===== config.mk =====
export PLATFORM = sky130hd
export DESIGN_NAME = ps2_scan_sequencer
export DESIGN_NICKNAME = d
export VERILOG_FILES = /design/src/rtl/ps2_pkg.sv /design/src/rtl/ps2_evt_fifo.sv /design/src/rtl/ps2_scan_sequencer.sv
export SDC_FILE = /design/constraint.sdc
export NUM_CORES = 1
export LEC_CHECK = 0
export BUFFER_PORTS_ARGS = -buffer_cell sky130_fd_sc_hd__buf_2
export CORE_MARGIN = 4
export CORE_UTILIZATION = 59
export DETAILED_ROUTE_END_ITERATION = 16
export PLACE_DENSITY = 0.76
export SLEW_MARGIN = 20
export SYNTH_ARGS = -nofsm -noshare
export SYNTH_HDL_FRONTEND = slang
export SYNTH_HIERARCHICAL = 1
export SYNTH_SLANG_ARGS = --single-unit
export TNS_END_PERCENT = 30

===== constraint.sdc =====
create_clock -name clk -period 6 [get_ports clk]
set_clock_uncertainty 0.05 [all_clocks]
set_input_delay 0 -clock clk [delete_from_list [all_inputs] [get_ports clk]]
set_output_delay 0 -clock clk [all_outputs]
set_load 0.01 [all_outputs]

===== src/rtl/ps2_pkg.sv =====
// Shared PS/2 decoder definitions: prefix/control byte constants, FSM states, event payload.
package ps2_pkg;

    localparam logic [7:0] PS2_PFX_EXT = 8'hE0;
    localparam logic [7:0] PS2_PFX_BRK = 8'hF0;

    localparam logic [7:0] PS2_CTL_NUL    = 8'h00;
    localparam logic [7:0] PS2_CTL_BAT_OK = 8'hAA;
    localparam logic [7:0] PS2_CTL_ECHO   = 8'hEE;
    localparam logic [7:0] PS2_CTL_ACK    = 8'hFA;
    localparam logic [7:0] PS2_CTL_BAT_FC = 8'hFC;
    localparam logic [7:0] PS2_CTL_BAT_FD = 8'hFD;
    localparam logic [7:0] PS2_CTL_RESEND = 8'hFE;
    localparam logic [7:0] PS2_CTL_ERR    = 8'hFF;

    typedef enum logic [1:0] {
        ST_IDLE,
        ST_GOT_E0,
        ST_GOT_F0,
        ST_GOT_E0F0
    } ps2_state_e;

    typedef struct packed {
        logic       ext;
        logic       brk;
        logic [7:0] code;
    } ps2_evt_t;

    function automatic logic is_ctrl(input logic [7:0] b);
        return (b == PS2_CTL_NUL)    || (b == PS2_CTL_BAT_OK) ||
               (b == PS2_CTL_ECHO)   || (b == PS2_CTL_ACK)    ||
               (b == PS2_CTL_BAT_FC) || (b == PS2_CTL_BAT_FD) ||
               (b == PS2_CTL_RESEND) || (b == PS2_CTL_ERR);
    endfunction

    function automatic logic is_pfx(input logic [7:0] b);
        return (b == PS2_PFX_EXT) || (b == PS2_PFX_BRK);
    endfunction

endpackage


===== src/rtl/ps2_evt_fifo.sv =====
// Synchronous event FIFO with registered head outputs; wrap pointers carry an extra bit
// so full and empty are distinguishable.
module ps2_evt_fifo
    import ps2_pkg::*;
#(
    parameter int unsigned DEPTH = 4
) (
    input  logic     clk,
    input  logic     rst,
    input  logic     push,
    input  ps2_evt_t din,
    input  logic     ready,
    output ps2_evt_t dout,
    output logic     valid,
    output logic     drop_c
);

    localparam int unsigned AW = $clog2(DEPTH);

    ps2_evt_t        mem [DEPTH];
    logic [AW:0]     wr_ptr;
    logic [AW:0]     rd_ptr;
    logic [AW:0]     wr_ptr_n;
    logic [AW:0]     rd_ptr_n;
    logic            pop_c;
    logic            full_c;
    logic            wr_en_c;

    // A full FIFO still accepts a push when the head leaves in the same cycle.
    always_comb begin
        pop_c    = valid && ready;
        full_c   = (wr_ptr[AW] != rd_ptr[AW]) && (wr_ptr[AW-1:0] == rd_ptr[AW-1:0]);
        wr_en_c  = push && (!full_c || pop_c);
        drop_c   = push && full_c && !pop_c;
        wr_ptr_n = wr_ptr + (AW+1)'(wr_en_c);
        rd_ptr_n = rd_ptr + (AW+1)'(pop_c);
    end

    always_ff @(posedge clk) begin
        if (wr_en_c) begin
            mem[wr_ptr[AW-1:0]] <= din;
        end
    end

    // Head register bypasses the array when the entry being written becomes the head.
    always_ff @(posedge clk or negedge rst) begin
        if (!rst) begin
            wr_ptr <= '0;
            rd_ptr <= '0;
            valid  <= 1'b0;
            dout   <= '0;
        end else begin
            wr_ptr <= wr_ptr_n;
            rd_ptr <= rd_ptr_n;
            valid  <= (wr_ptr_n != rd_ptr_n);
            if (wr_en_c && (wr_ptr == rd_ptr_n)) begin
                dout <= din;
            end else begin
                dout <= mem[rd_ptr_n[AW-1:0]];
            end
        end
    end

endmodule


===== src/rtl/ps2_scan_sequencer.sv =====
// PS/2 scan-code set 2 decoder with prefix timeout, event FIFO and sticky overflow.
// Optional typematic repeat filter enabled by defining PS2_REPEAT_FILTER_EN.
module ps2_scan_sequencer
    import ps2_pkg::*;
#(
    parameter int unsigned FIFO_DEPTH  = 4,
    parameter int unsigned TIMEOUT_CYC = 50000
) (
    input  logic       clk,
    input  logic       rst,
    input  logic [7:0] rx_byte,
    input  logic       rx_valid,
    output logic [7:0] evt_code,
    output logic       evt_ext,
    output logic       evt_break,
    output logic       evt_valid,
    input  logic       evt_ready,
    output logic       overflow,
    input  logic       clr_ovf,
    output logic       proto_err
);

    localparam int unsigned TW      = $clog2(TIMEOUT_CYC + 1);
    localparam logic [TW-1:0] TMO_MAX = TW'(TIMEOUT_CYC);

    ps2_state_e    state;
    ps2_state_e    state_n;
    logic [TW-1:0] tmo_cnt;
    logic          tmo_c;
    logic          emit_c;
    logic          keep_c;
    logic          perr_c;
    ps2_evt_t      evt_c;
    logic          push_q;
    ps2_evt_t      push_evt;
    ps2_evt_t      head;
    logic          drop_c;

    // Byte decode: control bytes abort any sequence; a byte beats a coincident timeout.
    always_comb begin
        state_n = state;
        emit_c  = 1'b0;
        perr_c  = 1'b0;
        evt_c   = '0;
        tmo_c   = (state != ST_IDLE) && (tmo_cnt == TMO_MAX);
        if (rx_valid) begin
            if (is_ctrl(rx_byte)) begin
                state_n = ST_IDLE;
            end else begin
                case (state)
                    ST_IDLE: begin
                        if (rx_byte == PS2_PFX_EXT) begin
                            state_n = ST_GOT_E0;
                        end else if (rx_byte == PS2_PFX_BRK) begin
                            state_n = ST_GOT_F0;
                        end else begin
                            emit_c = 1'b1;
                            evt_c  = '{ext: 1'b0, brk: 1'b0, code: rx_byte};
                        end
                    end
                    ST_GOT_E0: begin
                        if (rx_byte == PS2_PFX_BRK) begin
                            state_n = ST_GOT_E0F0;
                        end else if (rx_byte != PS2_PFX_EXT) begin
                            state_n = ST_IDLE;
                            emit_c  = 1'b1;
                            evt_c   = '{ext: 1'b1, brk: 1'b0, code: rx_byte};
                        end
                    end
                    ST_GOT_F0, ST_GOT_E0F0: begin
                        state_n = ST_IDLE;
                        if (is_pfx(rx_byte)) begin
                            perr_c = 1'b1;
                        end else begin
                            emit_c = 1'b1;
                            evt_c  = '{ext: (state == ST_GOT_E0F0), brk: 1'b1, code: rx_byte};
                        end
                    end
                    default: state_n = ST_IDLE;
                endcase
            end
        end else if (tmo_c) begin
            state_n = ST_IDLE;
        end
    end

`ifdef PS2_REPEAT_FILTER_EN
    logic       held_v;
    logic       held_ext;
    logic [7:0] held_code;
    logic       held_hit_c;

    // Repeated makes of the held key are typematic and suppressed.
    always_comb begin
        held_hit_c = held_v && (held_code == evt_c.code) && (held_ext == evt_c.ext);
        keep_c     = emit_c && !(!evt_c.brk && held_hit_c);
    end

    always_ff @(posedge clk or negedge rst) begin
        if (!rst) begin
            held_v    <= 1'b0;
            held_ext  <= 1'b0;
            held_code <= 8'h00;
        end else if (emit_c) begin
            if (!evt_c.brk) begin
                held_v    <= 1'b1;
                held_ext  <= evt_c.ext;
                held_code <= evt_c.code;
            end else if (held_hit_c) begin
                held_v <= 1'b0;
            end
        end
    end
`else
    assign keep_c = emit_c;
`endif

    // State, saturating prefix timer, event stage register and status flags.
    always_ff @(posedge clk or negedge rst) begin
        if (!rst) begin
            state     <= ST_IDLE;
            tmo_cnt   <= '0;
            push_q    <= 1'b0;
            push_evt  <= '0;
            proto_err <= 1'b0;
            overflow  <= 1'b0;
        end else begin
            state <= state_n;
            if (rx_valid) begin
                tmo_cnt <= '0;
            end else if ((state != ST_IDLE) && (tmo_cnt != TMO_MAX)) begin
                tmo_cnt <= tmo_cnt + TW'(1);
            end
            push_q    <= keep_c;
            push_evt  <= evt_c;
            proto_err <= perr_c;
            if (drop_c) begin
                overflow <= 1'b1;
            end else if (clr_ovf) begin
                overflow <= 1'b0;
            end
        end
    end

    ps2_evt_fifo #(
        .DEPTH (FIFO_DEPTH)
    ) u_fifo (
        .clk    (clk),
        .rst    (rst),
        .push   (push_q),
        .din    (push_evt),
        .ready  (evt_ready),
        .dout   (head),
        .valid  (evt_valid),
        .drop_c (drop_c)
    );

    assign evt_code  = head.code;
    assign evt_ext   = head.ext;
    assign evt_break = head.brk;

endmodule


# Yosys cells after proc, flatten, opt, wreduce, memory -nomap -nowiden
# Memory sizes are Yosys's and may differ from the RTL's.
# Index checks and enable logic that the tools add are counted.
# op_classes
addsub,3
eq_ne,21
mux,35
reduce_logical,27
# ops
operator,n
8-bit equality test (second input constant),9
10-bit two-way mux,6
16-bit two-way mux,2
10-bit case mux with 3 select lines,1
16-bit by 1-bit adder with 16-bit output (second input constant),1
16-bit equality test (second input constant),1
8-bit two-way mux,2
16-bit != test (second input constant),1
1-bit two-way mux,15
2-bit two-way mux,7
5-bit != test (second input constant),2
1-bit logical OR,9
1-bit logical AND,8
8-bit zero test,1
8-bit != test (second input constant),1
2-bit nonzero test,4
3-bit by 1-bit adder with 3-bit output,2
2-bit case mux with 3 select lines,1
2-bit equality test (second input constant),2
3-bit equality test,1
3-bit != test,1
1-bit case mux with 3 select lines,1
3-bit AND reduction,1
2-bit by 1-bit equality test with 1-bit output (second input constant),1
5 further kinds,6
# totals
reg_bits,48
mem_bits_rw,40
inputBits,13
output_inout_bits,13
wordCells,101
n_memories,1
# mem_list
memory,words,width,rd,rd_clocked_by_memory_dff,write_ports,line_no,text
u_fifo.mem,4,10,1,0,1,ps2_evt_fifo.sv:20,ps2_evt_t mem [DEPTH];

# Longest topological paths before layout
# Gate-level depths: netlist of run 1.
# depth
word_depth,10
ltp_mapped,8
depth_no_buf,8

# Cells and area by module
# The synthesis of run 1 kept the hierarchy.
# modules_own_cells
mod,instances,cells_per_inst,area_per_inst_um2,seq_area_each_um2
ps2_evt_fifo,1,107,2214.6,1626.6
ps2_scan_sequencer,1,142,1483.9,775.7

# Worst setup path before layout of run 1
# No wires, ideal clock.
# synth_timing
path_kind,reg2reg
start,register u_fifo.valid
end,register u_fifo/dout[0] (netlist bit)
setup_ps,125
arrival_time_ps,2283
required_time_ps,5825
path_slack_ps,3542
path_stages_with_launch,6
n_path_buf,1
period_less_slack_ps,2458
cell_sequence,dfrtp_1 > and2_1 > ha_1 > buf_1 > mux4_2 > mux2_2
# synth_via
elab_chain_cells,5
elab_cells_between_ends,8
cone_classes,add/sub (1); eq/ne (1); mux (1); reduce/logical (4); memory (1)
# synth_lines
item,line_no,text
"start, declared",ps2_evt_fifo.sv:14,"output logic valid,"
"start signal, assigned",ps2_evt_fifo.sv:55,valid <= (wr_ptr_n != rd_ptr_n);
1-bit logical AND *,ps2_evt_fifo.sv:31,pop_c = valid && ready;
3-bit by 1-bit adder with 3-bit output *,ps2_evt_fifo.sv:36,rd_ptr_n = rd_ptr + (AW+1)'(pop_c);
net u_fifo.rd_ptr_n[0],ps2_evt_fifo.sv:24,logic [AW:0] rd_ptr_n;
"parallel branches: the longest is 2 deep, another holds memory 4 x 10 bit",-,
10-bit two-way mux *,ps2_evt_fifo.sv:56,if (wr_en_c && (wr_ptr == rd_ptr_n)) begin
"end signal, assigned",ps2_evt_fifo.sv:57,dout <= din;
"end signal, assigned",ps2_evt_fifo.sv:59,dout <= mem[rd_ptr_n[AW-1:0]];
"end, declared",ps2_evt_fifo.sv:13,"output ps2_evt_t dout,"
# Mark *: on every way through the listed nets, which the timed path passes.
# A chain may end at the register's enable or synchronous reset.

# Worst setup path in the final report of run 1
# layout_timing
start,register u_fifo.valid
end,register u_fifo/dout[2] (netlist bit)
# Same word-level chain as after synthesis.

==> impl_metrics.csv, run 1 <==
group,metric,value,unit
outcome,status,"finished clean",
worst_setup_path,r2r-start,"u_fifo/valid$_DFF_PN0_",
clocking,cts_tree,"built",
grt,grt_util_met1,25.2,%
timing,rsz0062_at_grt,"false",
worst_setup_path,reg2reg_setup_slack,3.18,ns
worst_setup_path,startpoint_type,"flip-flop",
finish,multi_input_area,0.00122,mm^2
yosys,syn_nets,268,
timing,finalSetupViolations,0,
power_and_ir_drop,p_sw_share,30.5,%
yosys,synth_top_area_share,32.5,%
grt,grt_max_degree,49,
clocking,clkTransAtPathRegs,0.09,ns
worst_setup_path,crit_required,6.19,ns
yosys,synthArstFlopShare,54.5,%
place,placed_area,0.00390,mm^2
die,core_area,0.00599,mm^2
yosys,syn_inst,249,
worst_setup_path,crit_slowest_cell,"ha_1",
detailed_routing,first_pass_iters,4,
yosys,ys_seq_area_share,65.0,%
die,start_util,61.7,%
power_and_ir_drop,p_int,1.20,mW
worst_setup_path,path_max_fanout,13,
grt,grt_busiest_layer,"met2",
worst_setup_path,crit_family,"simple AND/OR/NAND/NOR gates",
yosys,synth_edf_count,40,
die,fp.dieW,87.2,um
run,cap_viol_max_count,0,
finish,antenna_cells,0,
yosys,synthFlopType,"dfrtp_1",
grt,grt_use_total,18.2,%
power_and_ir_drop,pwr-share-clk,21.7,%
grt,grt_overflow,0,
die,io_pins,26,
power_and_ir_drop,p_per_area,413,mW/mm^2
finish,nets,310,
yosys,postSynthAreaPerCell,14.9,um^2
clocking,clock_sinks,88,
detailed_routing,ant_nets,0,
worst_setup_path,reg2reg_to,"u_fifo/dout[2]$_DFF_PN0_",
detailed_routing,drt_iter0_drc,84,
finish,register_area,0.00240,mm^2
clocking,cts_buffer_depth,2,
yosys,ys_warn_count,6,
grt,grtUsageMet3,4.16,%
detailed_routing,vias,2087,
yosys,netlist_top_cells_area,"dfrtp_1, edfxtp_1, mux4_2",
timing,tightest_slew,0.945,ns
power_and_ir_drop,ir_drop,0.384,mV
clocking,clk_latency,0.34,ns
timing,fin_crit,2.82,ns
worst_setup_path,cp-startpoint,"u_fifo/valid$_DFF_PN0_",
finish,area_delta_synth_final,13.6,%
finish,fillCellCount,397,
worst_setup_path,rr_worst_depth,5,
grt,first_global_vias,2132,
die,fp-row-count,28,
timing,hold_violations,0,
finish,drive_gt1_share,24.0,%
place,post-dp-hpwl,4060,um
power_and_ir_drop,p_seq_share,47.3,%
worst_hold_path,hold_path_class,"in2async",
yosys,syn_area,0.00370,mm^2
clocking,ctsRootBufferMaster,"clkbuf_8",
yosys,ys_ff_latch,88,
worst_setup_path,worstPathArrival,3.01,ns
grt,grt_pass1_wl,10400,um
worst_setup_path,crit_path_max_incr_delay,0.79,ns
worst_setup_path,critPathCaptureType,"flip-flop",
place,port_buffers,25,
grt,antenna_found_initial,0,
timing,setup-tns-final,0,ns
power_and_ir_drop,power_switching,529,uW
timing,fmax,355,MHz
grt,gr-usage-met2,28.3,%
worst_setup_path,setup.worst_path.class,"reg2reg",
worst_setup_path,crit_buf_inv,0,
timing,slew_headroom,36.7,%
clocking,numCtsBuffers,9,
detailed_routing,wirelength,6120,um
detailed_routing,vias_per_cell,5.63,
worst_setup_path,worstPathCellList,"and2_1, ha_1, xor2_1, nor4_4, mux2_2",
detailed_routing,wl_per_cell,16.5,um
clocking,ctsResizeCount,0,
clocking,htreeDepth,3,
die,die_h,87.2,um
yosys,ys_types,46,
power_and_ir_drop,p_comb_share,30.9,%
yosys,synth_top_area_cell,"dfrtp_1",
place,gp_congestion,0.822,
timing,fin_crit_sh,47.0,%
finish,finalInstanceArea,0.00420,mm^2
timing,final_max_slew_viol_count,0,
power_and_ir_drop,power.leakage,1.70,nW
detailed_routing,drcViolationCount,0,
die,dieArea,0.00760,mm^2
## cell usage after synthesis (2+ instances only)
master	count
a21o_1	2
a21oi_1	4
a41oi_1	2
and2_1	7
and3_1	10
clkbuf_1	4
dfrtp_1	48
edfxtp_1	40
ha_1	6
inv_1	11
mux2_2	11
mux4_2	10
nand2_1	5
nand3_1	5
nor2_1	16
nor3_1	5
nor4_1	7
nor4b_1	2
o21ai_0	5
or3_1	4
xnor2_1	13
xor2_1	8
## per-stage QoR
stage	hold WS [ns]	power, mW	utilization, %	setup WS [ns]	cells
after floorplan	-0.346	1.23	-	3.54	249
after global placement	0.0835	1.35	65.1	3.25	344
after detailed placement	0.0840	1.38	65.1	3.07	344
after CTS	0.241	1.76	70.2	3.10	371
after global routing	0.271	1.84	70.2	2.97	371
final	0.224	1.73	70.2	3.18	371
## logic make-up (layout without fill, tap and decap cells)
| group | Yosys count | count (layout) | synth area share [%] |
|---|---|---|---|
| DFF | 88 | 88 | 65.0 |
| and+or+nand+nor | 72 | 72 | 11.8 |
| AOI/OAI and AO/OA | 22 | 22 | 4.43 |
| muxes | 22 | 22 | 9.71 |
| xor gates and xnor gates | 21 | 21 | 4.97 |
| buffers and inverters | 18 | 65 | 2.06 |
| adders and majority gates | 6 | 6 | 2.03 |
## routing by layer
| metal | up-vias | routed length (um) |
|---|---|---|
| met4 | 0 | 113 |
| met3 | 10 | 251 |
| met1 | 1018 | 2880 |
| met5 | - | 0 |
| li1 | 1010 | - |
| met2 | 49 | 2880 |
## tightest hold or removal path, stage by stage
cell,delay [ns]
dlygate4sd3_1,0.51
buf_2,0.09
buf_4,0.49
## layout make-up
type | count | area share [%]
Multi-Input combinational cell | 143 | 29.1
Clock buffer | 10 | 3.27
Sequential cell | 88 | 57.2
Tap cell | 75 | 2.23
Timing Repair Buffer | 38 | 5.95
Inverter | 11 | 0.982
Clock inverter | 6 | 1.25
## state kept, by name, indices dropped and copies added (netlist names)
register,count
push_evt,10
u_fifo/wr_ptr,3
u_fifo/mem,40
tmo_cnt,16
proto_err,1
overflow,1
state,2
push_q,1
u_fifo/valid,1
u_fifo/dout,10
u_fifo/rd_ptr,3
## power by group through the flow
stage,Combinational [mW],Clock (mW),Sequential [mW]
finish,0.536,0.376,0.821
global route,0.592,0.416,0.834
CTS,0.547,0.387,0.822
detailed placement,0.542,0,0.835
global placement,0.521,0,0.831
floorplan,0.393,0,0.840
## what timing repair did
item | 4_1_cts | 5_1_grt
buffers inserted | 0 | 0
hold endpoints to repair | 65 | 0
hold buffers | 11 | 0
## how the worst max path moves through the flow
stage	depth (start not counted)	to	slack (ns)
final	5	u_fifo/dout[2]$_DFF_PN0_	3.18
after global routing	5	u_fifo/dout[7]$_DFF_PN0_	2.97
after CTS	5	u_fifo/dout[2]$_DFF_PN0_	3.10
after detailed placement	5	u_fifo/dout[2]$_DFF_PN0_	3.07
after global placement	5	u_fifo/dout[3]$_DFF_PN0_	3.25
after floorplan	5	u_fifo/dout[0]$_DFF_PN0_	3.54
## cells in the final DEF (no fill, tap or decap), types with 2 or more instances in the layout
cell,n
mux2_2,11
a21o_1,2
edfxtp_1,40
mux4_2,10
nor4b_1,2
nand2_1,5
xor2_1,8
clkinvlp_4,2
and3_1,10
clkinv_4,2
xnor2_1,13
nand3_1,5
nor3_1,4
a21oi_1,4
nor4_1,7
dlygate4sd3_1,11
or3_1,4
a41oi_1,2
buf_2,25
buf_4,2
ha_1,6
dfrtp_1,48
inv_1,11
o21ai_0,5
clkbuf_8,10
nor2_1,16
and2_1,7
Note: power is estimated with default switching activity, not from simulation.
==> run 2, diff against run 1 <==
Clock period 6 ns to 2.9 ns, I/O delays scaled along.
==> run 2 against run 1 <==
Effect of this change: sequential share of layout area down 0.87 points; flip-flop and latch count is the same; clock-buffer cell count unchanged; critical endpoint is now u_fifo/dout[7]$_DFF_PN0_.
==> impl_metrics.csv, run 2 (synthesis results as in run 1) <==
group,metric,value,unit
place,dpl.cell_count,349,
place,gp_congestion,0.773,
place,place_ws,0.272,ns
finish,nets,315,
die,fp.dieW,87.2,um
die,die_h,87.2,um
timing,fin_crit,2.63,ns
clocking,clk_latency,0.34,ns
worst_hold_path,hold_path_class,"in2async",
finish,multi_input_area,0.00122,mm^2
clocking,ctsRootBufferMaster,"clkbuf_8",
finish,fillCellCount,386,
clocking,cts_buffer_depth,2,
grt,grt_overflow,0,
timing,slew_headroom,50.2,%
detailed_routing,drt_iter0_drc,111,
run,cap_viol_max_count,0,
timing,holdWs,0.161,ns
die,core_area,0.00599,mm^2
detailed_routing,vias,2148,
finish,drive_gt1_share,24.6,%
grt,first_global_vias,2203,
worst_setup_path,setup.worst_path.class,"reg2reg",
finish,antenna_cells,0,
detailed_routing,wl_per_cell,17.4,um
power_and_ir_drop,power.leakage,1.74,nW
grt,grt_pass1_wl,10900,um
timing,fmax,380,MHz
place,post-dp-hpwl,4270,um
worst_setup_path,crit_required,3.08,ns
worst_setup_path,path_max_fanout,6,
grt,grt_max_degree,49,
clocking,numCtsBuffers,9,
worst_setup_path,startpoint_type,"flip-flop",
detailed_routing,drcViolationCount,0,
timing,rsz0062_at_grt,"false",
finish,instances_no_fill,376,
worst_setup_path,worstPathArrival,2.81,ns
timing,hold_violations,0,
finish,final_cell_mix,"dfrtp_1, edfxtp_1, buf_2, nor2_1, xnor2_1",
clocking,clkTransAtPathRegs,0.09,ns
die,dieArea,0.00760,mm^2
finish,final_common_cell,"dfrtp_1",
detailed_routing,first_pass_iters,4,
detailed_routing,ant_nets,0,
clocking,htreeDepth,3,
worst_setup_path,critPathCaptureType,"flip-flop",
power_and_ir_drop,p_total,3.80,mW
timing,fin_crit_sh,90.8,%
die,start_util,61.7,%
clocking,clock_sinks,88,
finish,area_delta_synth_final,15.4,%
power_and_ir_drop,p_per_area,891,mW/mm^2
worst_setup_path,rr_worst_depth,8,
timing,tightest_slew,0.744,ns
detailed_routing,vias_per_cell,5.71,
clocking,cts_tree,"built",
die,io_pins,26,
detailed_routing,wirelength,6560,um
die,fp-row-count,28,
grt,grt_use_total,19.6,%
finish,register_area,0.00240,mm^2
timing,setup-tns-final,0,ns
timing,final_max_slew_viol_count,0,
timing,finalWorstSetupSlack,0.265,ns
timing,finalSetupViolations,0,
power_and_ir_drop,ir_drop,0.666,mV
outcome,status,"finished clean",
finish,largest_reg_flops,40,
grt,antenna_found_initial,0,
place,port_buffers,25,
[run 2: worst max-delay path, cell delays in order (launching register included)]
cell and delay, ns:
dfrtp_1 0.37, and2_1 0.19, ha_1 0.19, ha_1 0.18, xnor2_1 0.30, xnor2_1 0.16
nor4_4 0.49, buf_4 0.24, mux2_2 0.34
[run 2: final cells by class]
| type | instances | share of cell area, % |
|---|---|---|
| sequential | 88 | 56.3 |
| multi-input combinational | 143 | 28.6 |
| clock buffer | 10 | 2.99 |
| clock inverter | 6 | 2.17 |
| inverter | 11 | 0.967 |
| tap | 75 | 2.20 |
| timing repair buffer | 43 | 6.80 |
[run 2: timing repair]
action | 4_1_cts | 5_1_grt
endpoints found under the hold margin | 65 | 0
hold buffers | 11 | 0
setup buffers | 0 | 0
gates resized for setup | 0 | 0
[run 2: worst paths after layout]
path                                        startpoint                          to  slack [ns]
worst min register to register    overflow$_DFFE_PN0P_        overflow$_DFFE_PN0P_        0.44
worst max register to register  u_fifo/valid$_DFF_PN0_    u_fifo/dout[7]$_DFF_PN0_        0.27
worst max-delay path            u_fifo/valid$_DFF_PN0_    u_fifo/dout[7]$_DFF_PN0_        0.27
min in group clk                             evt_ready  u_fifo/wr_ptr[0]$_DFF_PN0_        0.24
max in group asynchronous                          rst       push_evt[9]$_DFF_PN0_        2.23
worst min-delay path                               rst  u_fifo/rd_ptr[2]$_DFF_PN0_        0.16
[run 2: through the flow]
step / area [um^2] / util [%]
4_1_cts: 4270 / 71.2
2_1_floorplan: 3700 / -
5_1_grt: 4270 / 71.2
6_report: 4270 / 71.2
3_3_place_gp: 3940 / 65.7
3_5_place_dp: 3940 / 65.7
[run 2: where the power goes]
group	internal, mW	total [mW]	switching [mW]	leakage [nW]
combinational	0.605	1.18	0.579	0.641
clock	0.492	0.918	0.426	0.104
sequential	1.58	1.70	0.120	0.992
[run 2: routing by layer]
layer,up-vias,track usage [%],share of wire (%)
li1,1019,-,-
met1,1079,26.9,46
met2,43,31.0,49
met3,7,3.50,3.5
met4,0,8.37,1.6
met5,-,0,0
